--- config.mk ---
export PLATFORM = sky130hd
export DESIGN_NAME = fifo_wr_arbiter
export DESIGN_NICKNAME = d
export VERILOG_FILES = /design/src/rtl/fifo_wr_arbiter.sv
export SDC_FILE = /design/constraint.sdc
export NUM_CORES = 1
export LEC_CHECK = 0
export CORE_UTILIZATION = 28
export CTS_CLUSTER_DIAMETER = 30
export CTS_CLUSTER_SIZE = 24
export DETAILED_ROUTE_END_ITERATION = 6
export HOLD_SLACK_MARGIN = 0.05
export PLACE_DENSITY = 0.75
export SYNTH_ARGS = -nofsm -noshare
export SYNTH_HDL_FRONTEND = slang
export SYNTH_SLANG_ARGS = --single-unit
--- constraint.sdc ---
create_clock -name clk -period 2.1 [get_ports clk]
set_input_delay 0.42 -clock clk [delete_from_list [all_inputs] [get_ports clk]]
set_output_delay 0.42 -clock clk [all_outputs]
set_load 0.03 [all_outputs]
--- src/rtl/fifo_wr_arbiter.sv ---
// Round-robin write arbiter: grants one requester at a time a burst of up to
// BURST_MAX beats into a shared FIFO, with one IDLE bubble between grants.
module fifo_wr_arbiter #(
  parameter int DATA_WIDTH = 32,
  parameter int NUM_REQ    = 4,
  parameter int BURST_MAX  = 4
) (
  input  logic                          clk,
  input  logic                          rst,
  input  logic [NUM_REQ-1:0]            req_valid,
  input  logic [NUM_REQ*DATA_WIDTH-1:0] req_data,
  output logic [NUM_REQ-1:0]            req_ready,
  output logic [DATA_WIDTH-1:0]         fifo_din,
  output logic                          fifo_wr_en,
  input  logic                          fifo_full,
  output logic [$clog2(NUM_REQ)-1:0]    grant_id,
  output logic                          busy
);
  localparam int IW = $clog2(NUM_REQ);
  localparam int CW = $clog2(BURST_MAX + 1);

  typedef enum logic {IDLE, GRANT} state_t;

  state_t          state_q;
  logic [IW-1:0]   grant_q, rr_ptr_q;
  logic [CW-1:0]   beat_cnt_q;

  logic [IW-1:0]   pick_d, next_ptr_d;
  logic            sel_valid, ready_en, beat, last_beat;
  logic [DATA_WIDTH-1:0] sel_data;

  // First valid requester scanning cyclically upward from rr_ptr_q.
  always_comb begin
    logic        found;
    int unsigned idx;
    logic [IW-1:0] cand;
    pick_d = rr_ptr_q;
    found  = 1'b0;
    for (int unsigned i = 0; i < NUM_REQ; i++) begin
      idx = {{(32-IW){1'b0}}, rr_ptr_q} + i;
      if (idx >= NUM_REQ) idx = idx - NUM_REQ;
      cand = IW'(idx);
      if (!found && req_valid[cand]) begin
        pick_d = cand;
        found  = 1'b1;
      end
    end
  end

  always_comb begin
    sel_valid = 1'b0;
    sel_data  = '0;
    for (int unsigned i = 0; i < NUM_REQ; i++) begin
      if (IW'(i) == grant_q) begin
        sel_valid = req_valid[i];
        sel_data  = req_data[i*DATA_WIDTH +: DATA_WIDTH];
      end
    end
  end

  always_comb begin
    next_ptr_d = (grant_q == IW'(NUM_REQ - 1)) ? '0 : grant_q + 1'b1;
    // rst is folded in so an in-flight beat is suppressed on the reset edge.
    busy       = rst && (state_q == GRANT);
    ready_en   = busy && !fifo_full;
    beat       = ready_en && sel_valid;
    last_beat  = (beat_cnt_q == CW'(BURST_MAX - 1));
    fifo_wr_en = beat;
    fifo_din   = beat ? sel_data : '0;
    grant_id   = grant_q;
    for (int unsigned i = 0; i < NUM_REQ; i++) begin
      req_ready[i] = ready_en && (IW'(i) == grant_q);
    end
  end

  always_ff @(posedge clk) begin
    if (!rst) begin
      state_q    <= IDLE;
      grant_q    <= '0;
      rr_ptr_q   <= '0;
      beat_cnt_q <= '0;
    end else begin
      case (state_q)
        IDLE: begin
          if (|req_valid) begin
            grant_q    <= pick_d;
            beat_cnt_q <= '0;
            state_q    <= GRANT;
          end
        end
        GRANT: begin
          if (!sel_valid) begin
            state_q  <= IDLE;
            rr_ptr_q <= next_ptr_d;
          end else if (beat) begin
            beat_cnt_q <= beat_cnt_q + 1'b1;
            if (last_beat) begin
              state_q  <= IDLE;
              rr_ptr_q <= next_ptr_d;
            end
          end
        end
        default: state_q <= IDLE;
      endcase
    end
  end
endmodule

==> flow_summary.yaml <==
outcome:
  status: "finished with violations"
  violations: "setup timing"
placement:
  port_buffers: 174
  place_congestion: 0.850
  hpwl_um: 6400
  place_area_mm2: 0.00395
layout:
  area_growth_pct: 128
  drive_gt1_share_pct: 27.2
  n_fill_cell: 550
  design_area_mm2: 0.00427
  nets: 591
  antenna_cells: 0
detailed_routing:
  vias: 2737
  first_iter_violations: 68
  wl_um: 8390
  vias_per_cell: 5.21
  drt_pass1_iterations: 4
  wl_per_cell_um: 16.0
  antenna_left: 0
  drcViolationCount: 0
timing:
  fmax_mhz: 405
  drv_slew: 0
  fin_worst_skew_ps: 8.24
  finalCriticalPeriod_ps: 2470
  setup_ws_ps: -371
  max-slew-margin-rel_pct: 74.4
  timing.final.crit_share_pct: 118
  setup_viol: 33
  hold_slack_ps: 475
  rsz0062_at_grt: "true"
  tightest_slew_ps: 383
  finalHoldViolCount: 0
clock_network:
  cts_sinks: 8
  clk_latency_ps: 230
  clk_path_buf_depth: 2
  tritoncts: "done"
  ctsHtreeMaxLevel: 1
  path_clk_slew_ps: 40
  cts_buffers: 3
  ctsHoldBuffers: 0
  root_buffer: "clkbuf_8"
logic_synthesis:
  yosys_warnings: 0
  synth_compound_area_share_pct: 53.2
  netlist_instances: 267
  synth_top_family_by_area: "compound AO/OA/AOI/OAI gates"
  synthMuxAreaShare_pct: 0
  synth_area_mm2: 0.00187
  ys_seq_elements: 8
  ys_seq_area_share_pct: 8.55
  syn_nets: 408
  syn_avg_cell_area_um2: 7.02
  synthAdderAreaFrac_pct: 4.01
  synth_xor_xnor_area_share_pct: 0
  yosysUniqueCellTypes: 34
  synthSimpleGateAreaFrac_pct: 16.9
run:
  max-cap-violations: 0
floorplan:
  die_area_mm2: 0.00702
  num_io_pins: 175
  die_y_um: 83.8
  core_mm2: 0.00639
  std_cell_rows: 29
  start_util_pct: 29.3
  fp.dieW_um: 83.8
setup_path:
  crit_type: "flip-flop to primary output"
  cp-end-kind: "primary output"
  required_ps: 1680
  cp_max_fo: 15
  cp.arrival_ps: 2050
  cp-start-kind: "flip-flop"
power_and_ir_drop:
  p_leak_nw: 1.72
  ir_worst_vdd_mv: 0.367
  cellPowerDensity_mw_per_mm2: 320
  finalPower_mw: 1.36
global_route:
  grt_pass1_wl_um: 13500
  grt.overflow.total: 0
  grt_usage_pct: 23.1
  grt_pass1_vias: 2804
  grt_max_degree: 39
  antenna_found_initial: 0
hold_path:
  hp-class: "flip-flop to flip-flop"
[synth_stat cells, drive strengths merged]
cell     count  area [µm²]
a2111o       1        11.3
a211o       33         289
a211oi       2        15.0
a21boi       3        22.5
a21oi       33         278
a221oi      32         280
and2         5        31.3
and3b        2        17.5
buf         13         104
clkbuf      18        67.6
dfxtp        8         160
ha           6        75.1
inv         41         154
nand2       35         131
nand3        3        15.0
nand3b       3        35.0
nand4        2        12.5
nor2         4        15.0
nor2b        3        26.3
nor3         1        5.00
nor3b        2        15.0
nor4         1        6.26
o2111a       1        11.3
o2111ai      1        8.76
o211ai       1        7.51
o21a         2        15.0
o21ai        8        40.0
o221ai       2        17.5
or2          1        6.26
[path summary, 6_finish.rpt]
kind                                     from            end  slack (ps)  depth (start not counted)
worst max register to register    grant_id[0]  beat_cnt_q[2]          50                          8
worst min register to register  beat_cnt_q[1]  beat_cnt_q[1]         470                          2
worst max-delay path              grant_id[0]   fifo_din[16]        -370                          7
worst min-delay path            beat_cnt_q[1]  beat_cnt_q[1]         470                          2
[flip-flops by register name, summed over array words and instances (netlist names)]
name,flops
state_q,1
rr_ptr_q,2
beat_cnt_q,3
grant_id,2
[layout by cell type (no fill, tap or decap), types with 2 or more instances in the layout]
cell type        netlist  routed
buf_8                  0       2
ha_4                   0       4
inv_4                  0       2
nand3b_1               2       2
nor2b_4                1       2
nand4_1                2       2
a211oi_1               2       2
dfxtp_1                8       6
inv_1                 41      38
buf_4                  3      30
nor2_1                 4       4
clkbuf_8               0       3
dfxtp_4                0       2
o21a_1                 2       2
a21oi_2               30       2
nand2_1               35      35
o221ai_1               2       2
a21oi_4                0      30
dlygate4sd2_1          0       3
and2_1                 5       5
ha_1                   6       2
a221oi_1              32      32
clkdlybuf4s50_1        0     132
nand3_1                3       3
buf_6                  5      37
and3b_1                2       2
buf_12                 0       3
o21ai_0                8       8
nor3b_1                2       2
a21boi_0               3       3
a211o_1               33      33
[metrics by stage]
stage	setup slack, ps	cells	utilization (%)	TNS, ps
detailed placement	-392	514	61.8	-12340
global placement	-351	514	61.8	-11370
global route	-427	525	66.8	-13340
finish	-371	525	66.8	-11680
CTS	-358	524	66.6	-11200
floorplan	-104	267	-	-3170
[layout make-up]
type	count	area, µm²	share of cell area (%)
repair buffers	209	2120	49.8
clock buffers	3	41.3	0.967
inverters	41	159	3.72
flip-flops and latches	8	168	3.93
multi-input cells	187	1680	39.3
well taps	77	96.3	2.26
[what timing repair did]
item,CTS,global route
buffers inserted,6,1
gates cloned,1,0
gates resized for setup,50,3
endpoints found under the setup margin,33,34
pin swaps,2,0
[metal layers]
layer,vias up,track usage (%),part of all wire (%)
met5,-,0,0
met4,0,5.24,1.2
met3,11,2.87,5.6
met2,115,43.5,52
met1,1268,27.7,41
li1,1343,-,-
[report_power, final]
| group | internal [mW] | switching (mW) |
|---|---|---|
| combinational | 0.561 | 0.441 |
| clock | 0.124 | 0.0635 |
| sequential | 0.163 | 0.0120 |
[critical path, cell delays in order, from the launching register on]
cell	delay [ps]
dfxtp_4	360
buf_6	120
ha_4	170
nand3b_4	150
a2111o_2	520
buf_12	210
a21oi_4	130
buf_6	140
[logic make-up after synthesis]
kind of cell | Yosys count
buffers and inverters | 72
AO/OA/AOI/OAI | 119
adder cells (fa/ha/maj) | 6
AND/OR/NAND/NOR | 62
flip-flops | 8
(Power assumes the default switching activity.)
